### config.mk
export PLATFORM = sky130hd
export DESIGN_NAME = instruction_fetch
export DESIGN_NICKNAME = d
export VERILOG_FILES = /design/src/rtl/riscv_pkg.sv /design/src/rtl/fetch_fifo.sv /design/src/rtl/instruction_fetch.sv
export SDC_FILE = /design/constraint.sdc
export NUM_CORES = 1
export LEC_CHECK = 0
export ABC_CLOCK_PERIOD_IN_PS = 2100
export CELL_PAD_IN_SITES_DETAIL_PLACEMENT = 1
export CELL_PAD_IN_SITES_GLOBAL_PLACEMENT = 2
export CORE_MARGIN = 5
export CORE_UTILIZATION = 30
export CTS_CLUSTER_DIAMETER = 40
export DETAILED_ROUTE_END_ITERATION = 8
export PLACE_DENSITY_LB_ADDON = 0.1
export SLEW_MARGIN = 10
export SYNTH_ARGS = -nofsm -noshare
export SYNTH_HDL_FRONTEND = slang
export SYNTH_SLANG_ARGS = --single-unit
export TNS_END_PERCENT = 10
### constraint.sdc
create_clock -name clk -period 2.1 [get_ports clk]
set_input_delay 0.21 -clock clk [delete_from_list [all_inputs] [get_ports clk]]
set_output_delay 0.21 -clock clk [all_outputs]
set_load 0.01 [all_outputs]
### src/rtl/riscv_pkg.sv
// Shared fetch-side constants, the fetch FSM state type and a PC alignment helper.
package riscv_pkg;

  localparam int XLEN        = 32;
  localparam int INSTR_BYTES = 4;

  typedef enum logic [1:0] {
    FS_RUN    = 2'd0,
    FS_HALTED = 2'd1,
    FS_FAULT  = 2'd2
  } fetch_state_e;

  function automatic logic [XLEN-1:0] align_pc(input logic [XLEN-1:0] pc);
    return pc & ~XLEN'(INSTR_BYTES - 1);
  endfunction

endpackage

### src/rtl/fetch_fifo.sv
// Synchronous fetch buffer with flush; power-of-two depth so pointers wrap naturally.
module fetch_fifo #(
  parameter int WIDTH = 64,
  parameter int DEPTH = 2
) (
  input  logic                   clk,
  input  logic                   rst_n,
  input  logic                   flush,
  input  logic                   wr_en,
  input  logic [WIDTH-1:0]       wr_data,
  input  logic                   rd_en,
  output logic [WIDTH-1:0]       rd_data,
  output logic                   full,
  output logic                   empty,
  output logic [$clog2(DEPTH):0] count
);

  localparam int AW = $clog2(DEPTH);
  localparam int CW = AW + 1;

  logic [WIDTH-1:0] r_mem [DEPTH];
  logic [AW-1:0]    r_wr_ptr;
  logic [AW-1:0]    r_rd_ptr;
  logic [CW-1:0]    r_count;
  logic             w_do_wr;
  logic             w_do_rd;

  assign full    = (r_count == CW'(DEPTH));
  assign empty   = (r_count == '0);
  assign count   = r_count;
  assign rd_data = r_mem[r_rd_ptr];

  // A write into a full buffer is accepted when a read frees the head slot in the same cycle.
  assign w_do_rd = rd_en && !empty;
  assign w_do_wr = wr_en && (!full || w_do_rd);

  always_ff @(posedge clk or negedge rst_n) begin
    if (!rst_n) begin
      r_wr_ptr <= '0;
      r_rd_ptr <= '0;
      r_count  <= '0;
    end else if (flush) begin
      r_wr_ptr <= '0;
      r_rd_ptr <= '0;
      r_count  <= '0;
    end else begin
      if (w_do_wr) r_wr_ptr <= r_wr_ptr + AW'(1);
      if (w_do_rd) r_rd_ptr <= r_rd_ptr + AW'(1);
      case ({w_do_wr, w_do_rd})
        2'b10:   r_count <= r_count + CW'(1);
        2'b01:   r_count <= r_count - CW'(1);
        default: r_count <= r_count;
      endcase
    end
  end

  always_ff @(posedge clk or negedge rst_n) begin
    if (!rst_n) begin
      for (int i = 0; i < DEPTH; i++) r_mem[i] <= '0;
    end else if (w_do_wr && !flush) begin
      r_mem[r_wr_ptr] <= wr_data;
    end
  end

endmodule

### src/rtl/instruction_fetch.sv
// Instruction fetch: PC sequencing, RUN/HALTED/FAULT control and a fetch buffer toward decode.
// Define FETCH_MISALIGN_CHECK_EN to trap misaligned redirect targets into a sticky FAULT state.
module instruction_fetch
  import riscv_pkg::*;
#(
  parameter logic [XLEN-1:0] RESET_PC   = 32'h0000_0000,
  parameter int              FIFO_DEPTH = 2
) (
  input  logic            clk,
  input  logic            rst_n,
  output logic [XLEN-1:0] imem_addr,
  input  logic [XLEN-1:0] imem_instr,
  input  logic            redirect_valid,
  input  logic [XLEN-1:0] redirect_pc,
  input  logic            halt_req,
  output logic            out_valid,
  input  logic            out_ready,
  output logic [XLEN-1:0] out_instr,
  output logic [XLEN-1:0] out_pc,
  output logic            fetch_fault
);

  localparam int CW = $clog2(FIFO_DEPTH) + 1;
  localparam int EW = 2 * XLEN;

  fetch_state_e    r_state;
  fetch_state_e    w_state_nxt;
  logic [XLEN-1:0] r_pc;
  logic            w_full;
  logic            w_empty;
  logic            w_unused_empty;
  logic            w_pop;
  logic            w_push;
  logic            w_misaligned;
  logic [CW-1:0]   w_count;
  logic [EW-1:0]   w_head;

  assign imem_addr      = r_pc;
  assign out_valid      = (w_count != '0);
  assign out_pc         = w_head[EW-1:XLEN];
  assign out_instr      = w_head[XLEN-1:0];
  assign w_unused_empty = w_empty;

  // Redirect wins over everything: no pop, no push, buffer flushed.
  assign w_pop  = out_valid && out_ready && !redirect_valid;
  assign w_push = (r_state == FS_RUN) && !halt_req && !redirect_valid && (!w_full || w_pop);

`ifdef FETCH_MISALIGN_CHECK_EN
  logic r_fault;

  assign w_misaligned = redirect_valid && (redirect_pc[1:0] != 2'b00);
  assign fetch_fault  = r_fault;

  always_ff @(posedge clk or negedge rst_n) begin
    if (!rst_n)            r_fault <= 1'b0;
    else if (w_misaligned) r_fault <= 1'b1;
  end
`else
  assign w_misaligned = 1'b0;
  assign fetch_fault  = 1'b0;
`endif

  always_comb begin
    w_state_nxt = r_state;
    case (r_state)
      FS_RUN:    if (halt_req)  w_state_nxt = FS_HALTED;
      FS_HALTED: if (!halt_req) w_state_nxt = FS_RUN;
      FS_FAULT:  w_state_nxt = FS_FAULT;
      default:   w_state_nxt = FS_RUN;
    endcase
    if (w_misaligned && (r_state != FS_FAULT)) w_state_nxt = FS_FAULT;
  end

  always_ff @(posedge clk or negedge rst_n) begin
    if (!rst_n) r_state <= FS_RUN;
    else        r_state <= w_state_nxt;
  end

  // The low address bits of a redirect target are always dropped; the fault path only flags them.
  always_ff @(posedge clk or negedge rst_n) begin
    if (!rst_n)              r_pc <= RESET_PC;
    else if (redirect_valid) r_pc <= align_pc(redirect_pc);
    else if (w_push)         r_pc <= r_pc + XLEN'(INSTR_BYTES);
  end

  fetch_fifo #(
    .WIDTH (EW),
    .DEPTH (FIFO_DEPTH)
  ) u_fetch_fifo (
    .clk     (clk),
    .rst_n   (rst_n),
    .flush   (redirect_valid),
    .wr_en   (w_push),
    .wr_data ({r_pc, imem_instr}),
    .rd_en   (w_pop),
    .rd_data (w_head),
    .full    (w_full),
    .empty   (w_empty),
    .count   (w_count)
  );

endmodule

==> results.sh, run 1 <==
export IMPL_status="complete, but fails checks"
export IMPL_failed_checks="negative setup slack"
export IMPL_timing_hold_worst_class="in -> async"
export IMPL_design_final_nets=865
export IMPL_worstSetupEndpointType="flop"
export IMPL_clock_sink_count=160
export IMPL_netlist_area_leader_share_pct=53.70
export IMPL_synth_enable_flop_cells=0
export IMPL_wl_met1_um=9752
export IMPL_share_comb_of_total_power_pct=26.0
export IMPL_synth_warnings=0
export IMPL_switching_share_of_power_pct=28.11
export IMPL_drt_wirelength_per_cell_um=19.37
export IMPL_cap_violations=0
export IMPL_post_route_drc_count=0
export IMPL_synth_seq_cells=160
export IMPL_cts_htree_levels=4
export IMPL_power_leakage_uw=0.004433
export IMPL_fp_row_count=57
export IMPL_reg2regPathDepth=4
export IMPL_path_clk_slew_ns=0.07
export IMPL_final_hold_violation_count=0
export IMPL_share_of_power_burned_in_registers_pct=41.9
export IMPL_place_congestion=0.7606
export IMPL_slew_viol_final=0
export IMPL_final_layout_size_suffix_gt1_share_pct=38.24
export IMPL_cts_root_buffer="clkbuf_16"
export IMPL_yosys_area_top_type="dfrtp_1"
export IMPL_antenna_found_initial=1
export IMPL_finalWirelength_um=21930
export IMPL_power_density_nw_per_um2=932.9
export IMPL_layout_worst_path_cycle_share_pct=103.6
export IMPL_critical_path_required_ns=2.45
export IMPL_synth_ff_type="dfrtp_1"
export IMPL_wl_met3_um=950
export IMPL_fmax_mhz=459.6
export IMPL_worstMarginPinSlew_ns=0.6024
export IMPL_critPathLaunchType="flop"
export IMPL_grt_first_pass_wirelength_um=35090
export IMPL_grt_overflow=0
export IMPL_start_util_pct=30.57
export IMPL_worst_ir_drop_vdd_uv=475.0
export IMPL_drt_vias_per_instance=4.919
export IMPL_mappedNetlistArea_um2=7456
export IMPL_clock_tree_buffer_depth=2
export IMPL_grt_max_degree=53
export IMPL_via_count=5568
export IMPL_pin_count=167
export IMPL_die_y_um=167.7
export IMPL_detail_route_antenna_nets=0
export IMPL_synth_seq_area_share_pct=53.70
export IMPL_dieWidth_um=167.7
export IMPL_synth_area_per_cell_um2=12.88
export IMPL_ys_top_cells_by_area="dfrtp_1 54%, mux2_2 28%, or4_1 1.9%"
export IMPL_final_setup_skew_ns=0.01111
export IMPL_top_layer="met5"
export IMPL_maxSlewHeadroom_pct=59.67
export IMPL_timing_final_ws_setup_ns=-0.07593
export IMPL_met2_wirelength_um=10890
export IMPL_syn_inst=579
export IMPL_internal_power_uw=7171
export IMPL_tns_ns=-0.3401
export IMPL_grtUsageTotal_pct=15.79
export IMPL_detailedPlacementHpwl_um=15580
export IMPL_placement_io_buffers=159
export IMPL_dp_slack_ns=-0.3945
export IMPL_dr_pass1_iters=4
export IMPL_area_growth_pct=43.41
export IMPL_place_area_um2=9957
export IMPL_timing_final_crit_period_ns=2.176
export IMPL_rsz0062_at_grt="yes"
export IMPL_critical_path_max_fanout=7
export IMPL_number_of_global_route_vias_before_repair=6296
export IMPL_fin_area_um2=10690
export IMPL_clock_latency_late_sink_ns=0.43
export IMPL_cts_buffers_inserted=17
export IMPL_report_final_setup_viol=7
export IMPL_power_total_uw=9976
export IMPL_clock_power_share_pct=32.1
export IMPL_critical_path_arrival_ns=2.52
export IMPL_insertedDiodeCount=0
export IMPL_setup_worst_path_class="reg -> reg"
export IMPL_cts_tree="done"
export IMPL_yosys_cell_types_count=40
export IMPL_async_set_or_reset_register_ratio_after_synthesis_pct=100.0
export IMPL_drtIter0Drc=152
export IMPL_fp_dieArea_um2=28110
export IMPL_layout_core_utilization_pct=43.84
export IMPL_core_area_um2=24390
export IMPL_switching_power_uw=2805
flip-flops by register name, indices dropped and copies added, names as in the netlist:
signal,count
u_fetch_fifo.r_wr_ptr,1
u_fetch_fifo.r_mem,124
r_state,2
u_fetch_fifo.count,2
imem_addr,30
u_fetch_fifo.r_rd_ptr,1
final cells by class:
cell class / instances / area, um2
fill: 2570 / 13700
inverter: 7 / 26.28
multi-input combinational: 376 / 3343
timing repair buffer: 233 / 2313
clock buffer: 19 / 442.9
tap: 324 / 405.4
sequential: 160 / 4009
clock inverter: 13 / 152.6
synthesized netlist by cell type, drive strengths merged, types with 2 or more instances:
library cell and n:
buf 22, or4b 3, nand4b 2, o41ai 7, nor3 2, or3 4, nor2b 2, nor2 24
or4 19, clkbuf 18, mux2i 2, nor4 8, dfrtp 160, a31oi 20, inv 6, nand2b 2
and3 7, nor3b 2, xnor2 7, o21ai 9, mux2 186, and4 2, o211ai 2, nand2 25
nand3 14, o31ai 11, nand4 3, o31a 2
stage by stage:
step	hold WS (ns)	cells
floorplan	-0.08559	583
global placement	0.2112	1094
detailed placement	0.2226	1094
CTS	0.3303	1128
global route	0.3426	1132
finish	0.3142	1132
routing by layer:
layer,vias to the layer above,global-route usage (%)
met5,-,0
li1,2563,-
met4,2,4.234
met3,22,4.290
met2,114,26.61
met1,2867,20.09
logic make-up after synthesis:
family | synth area share (%)
AOI/OAI and AO/OA | 4.934
xor gates and xnor gates | 0.9398
adders and majority gates | 0.1678
buffers and inverters | 2.836
DFF | 53.70
muxes | 28.36
other | 0.05030
and+or+nand+nor | 9.012
worst paths after layout:
path	to	startpoint	slack, ns
max	imem_addr[29]$_DFFE_PN0P_	r_state[0]$_DFFE_PN0P_	-0.08
min	u_fetch_fifo.r_mem[38]$_DFFE_PN0P_	rst_n	0.31
max reg2reg	imem_addr[29]$_DFFE_PN0P_	r_state[0]$_DFFE_PN0P_	-0.08
min reg2reg	u_fetch_fifo.r_mem[53]$_DFFE_PN0P_	u_fetch_fifo.r_mem[53]$_DFFE_PN0P_	0.50
max in group asynchronous	u_fetch_fifo.r_mem[8]$_DFFE_PN0P_	rst_n	1.11
min in group clk	imem_addr[30]$_DFFE_PN0P_	redirect_pc[30]	0.36
power groups by stage:
| stage | Combinational (uW) | Clock (uW) | Sequential (uW) |
|---|---|---|---|
| floorplan | 1390 | 0 | 4180 |
| global placement | 2740 | 0 | 4180 |
| detailed placement | 2810 | 0 | 4240 |
| CTS | 2610 | 3300 | 4190 |
| global route | 2840 | 3420 | 4260 |
| finish | 2590 | 3210 | 4180 |
critical path: stages (launching register included):
cell and delay (ns):
dfrtp_1 0.40, or4b_4 0.53, or4_1 0.54, or4_1 0.44, a31oi_1 0.20
cell usage in the layout (no fill, tap or decap), types with 3 or more instances in the layout:
master / count
inv_1: 6
clkinvlp_4: 4
dlymetal6s2s_1: 3
nand3_1: 14
nand2_1: 25
o41ai_1: 3
xnor2_1: 7
or3_1: 3
o31ai_1: 11
inv_6: 4
mux2_2: 186
dfrtp_1: 158
buf_12: 12
conb_1: 5
clkbuf_16: 17
dlygate4sd2_1: 37
a31oi_1: 19
o41ai_2: 4
and3_1: 6
o21ai_0: 9
nor2_1: 23
nand4_1: 3
or4b_4: 3
clkdlybuf4s50_1: 96
buf_6: 4
or4_1: 19
nor4_1: 6
buf_4: 56
clkdlybuf4s15_1: 22
what timing repair did:
item,in CTS,in global routing
endpoints found under the setup margin,131,110
gates resized for setup,68,33
pin swaps,3,5
hold endpoints to repair,48,0
hold buffers,1,0
setup buffers,0,5
gates cloned,1,0
Note: power is estimated with default switching activity, not from simulation.
==> inputs of run 2 (changes only) <==
ABC_CLOCK_PERIOD_IN_PS = 2400   (was 2100)
CORE_UTILIZATION = 34   (was 30)
clock period = 2.4 ns   (was 2.1 ns; I/O delays follow)
==> results.sh, run 2 (same netlist as run 1, synthesis figures left out) <==
export IMPL_grt_max_degree=69
export IMPL_fp_dieArea_um2=24990
export IMPL_clock_latency_late_sink_ns=0.42
export IMPL_status="completed"
export IMPL_final_hold_violation_count=0
export IMPL_filler_cell_count=2191
export IMPL_dieWidth_um=158.1
export IMPL_detail_route_antenna_nets=0
export IMPL_core_area_um2=21690
export IMPL_setup_worst_path_class="reg -> reg"
export IMPL_clock_power_share_pct=30.7
export IMPL_rsz0062_at_grt="no"
export IMPL_path_clk_slew_ns=0.06
export IMPL_detailedPlacementHpwl_um=14420
export IMPL_cts_tree="done"
export IMPL_share_comb_of_total_power_pct=26.4
export IMPL_layout_worst_path_cycle_share_pct=95.54
export IMPL_tns_ns=0
export IMPL_via_count=5411
export IMPL_slew_viol_final=0
export IMPL_timing_critical_path_slowest_stage_cell="or4b_4"
export IMPL_clock_sink_count=160
export IMPL_antenna_found_initial=0
export IMPL_insertedDiodeCount=0
export IMPL_drtIter0Drc=171
export IMPL_place_congestion=0.7606
export IMPL_final_cell_mix="186 x mux2_2, 159 x dfrtp_1, 158 x clkdlybuf4s50_1, 26 x buf_4, 25 x nand2_1"
export IMPL_crit_buf_inv=0
export IMPL_critical_path_required_ns=2.74
export IMPL_final_setup_skew_ns=0.01037
export IMPL_final_layout_size_suffix_gt1_share_pct=33.98
export IMPL_start_util_pct=34.38
export IMPL_dp_cells=1015
export IMPL_grt_first_pass_wirelength_um=33150
export IMPL_worst_ir_drop_vdd_uv=438.7
export IMPL_worst_path_dominant_cell_family="simple AND/OR/NAND/NOR gates"
export IMPL_fp_row_count=54
export IMPL_share_of_power_burned_in_registers_pct=42.8
export IMPL_power_leakage_uw=0.004083
export IMPL_grt_overflow=0
export IMPL_die_y_um=158.1
export IMPL_finalWirelength_um=20610
export IMPL_cap_violations=0
export IMPL_drt_vias_per_instance=5.163
export IMPL_cts_buffers_inserted=17
export IMPL_timing_final_ws_setup_ns=0.1070
export IMPL_grtUsageTotal_pct=16.78
export IMPL_layout_cells_non_filler=1048
export IMPL_dr_pass1_iters=4
export IMPL_worstSetupEndpointType="flop"
export IMPL_critical_path_max_fanout=7
export IMPL_report_final_setup_viol=0
export IMPL_power_density_nw_per_um2=851.5
export IMPL_clock_tree_buffer_depth=2
export IMPL_cts_root_buffer="clkbuf_16"
export IMPL_switching_power_uw=2327
export IMPL_final_common_cell="mux2_2"
export IMPL_pin_count=167
export IMPL_design_final_nets=825
export IMPL_fmax_mhz=436.1
export IMPL_internal_power_uw=6344
export IMPL_layout_core_utilization_pct=46.95
export IMPL_cpPeakStageDelay_ns=0.58
export IMPL_post_route_drc_count=0
export IMPL_timing_hold_worst_class="in -> async"
export IMPL_area_growth_pct=36.58
export IMPL_drt_wirelength_per_cell_um=19.67
export IMPL_placement_io_buffers=159
export IMPL_critical_path_arrival_ns=2.63
export IMPL_cts_htree_levels=4
export IMPL_path_cells="or4b_4, or4_4, or4_1, a31oi_1"
export IMPL_timing_final_crit_period_ns=2.293
export IMPL_switching_share_of_power_pct=26.83
export IMPL_dp_slack_ns=-0.2230
export IMPL_top_register="u_fetch_fifo.r_mem"
export IMPL_number_of_global_route_vias_before_repair=6249
export IMPL_power_total_uw=8671
export IMPL_critPathLaunchType="flop"
export IMPL_largest_reg_flops=124
==> run 2: cell types whose count changed in the layout (fill, tap and decap cells not counted), moves of 5 or more <==
cell             change
buf_4               -30
buf_12               -5
clkdlybuf4s15_1     -22
dlygate4sd2_1       -37
clkdlybuf4s50_1     +62
==> run 2: power by group through the flow <==
| stage | clock, uW | combinational, uW | sequential [uW] |
|---|---|---|---|
| after CTS | 2750 | 2350 | 3720 |
| after detailed placement | 0 | 2320 | 3770 |
| after floorplan | 0 | 1210 | 3650 |
| final | 2660 | 2290 | 3710 |
| after global routing | 2880 | 2490 | 3790 |
| after global placement | 0 | 2260 | 3700 |
==> run 2: metal layers <==
layer	up-vias	track usage [%]	share of wire, %
li1	2480	-	-
met4	0	5.443	1.9
met3	30	3.745	4.8
met2	119	29.02	50
met1	2782	20.83	43
met5	-	0	0
==> run 2: stage by stage <==
step	area, um2	hold WS (ns)
6_report	10180	0.2692
5_1_grt	10180	0.2882
4_1_cts	10180	0.2684
3_5_place_dp	9583	0.1545
3_3_place_gp	9583	0.1494
2_1_floorplan	7471	-0.05559
==> run 2: timing repair <==
action	CTS	global route
hold buffers	1	0
buffers inserted	0	0
endpoints found under the setup margin	2	0
endpoints found under the hold margin	30	0
gates resized for setup	1	0
==> run 2: layout make-up <==
type / count / area, um2 / share of cell area, %
repair buffers: 193 / 1938 / 19.03
inverters: 7 / 26.28 / 0.2580
clock buffers: 23 / 488.0 / 4.792
multi-input cells: 376 / 3274 / 32.15
well taps: 280 / 350.3 / 3.440
flip-flops and latches: 160 / 4008 / 39.35
clock inverters: 9 / 98.84 / 0.9706
==> run 2: worst paths after layout <==
| check | from | to | slack, ns | cells after the start |
|---|---|---|---|---|
| setup / recovery | r_state[0]$_DFFE_PN0P_ | imem_addr[31]$_DFFE_PN0P_ | 0.11 | 4 |
| hold reg to reg | r_state[0]$_DFFE_PN0P_ | r_state[1]$_DFFE_PN0P_ | 0.48 | 1 |
| setup reg to reg | r_state[0]$_DFFE_PN0P_ | imem_addr[31]$_DFFE_PN0P_ | 0.11 | 4 |
| max in group asynchronous | rst_n | u_fetch_fifo.r_mem[125]$_DFFE_PN0P_ | 1.43 | 3 |
| min in group clk | redirect_pc[12] | imem_addr[12]$_DFFE_PN0P_ | 0.40 | 3 |
| hold / removal | rst_n | u_fetch_fifo.r_mem[56]$_DFFE_PN0P_ | 0.27 | 2 |
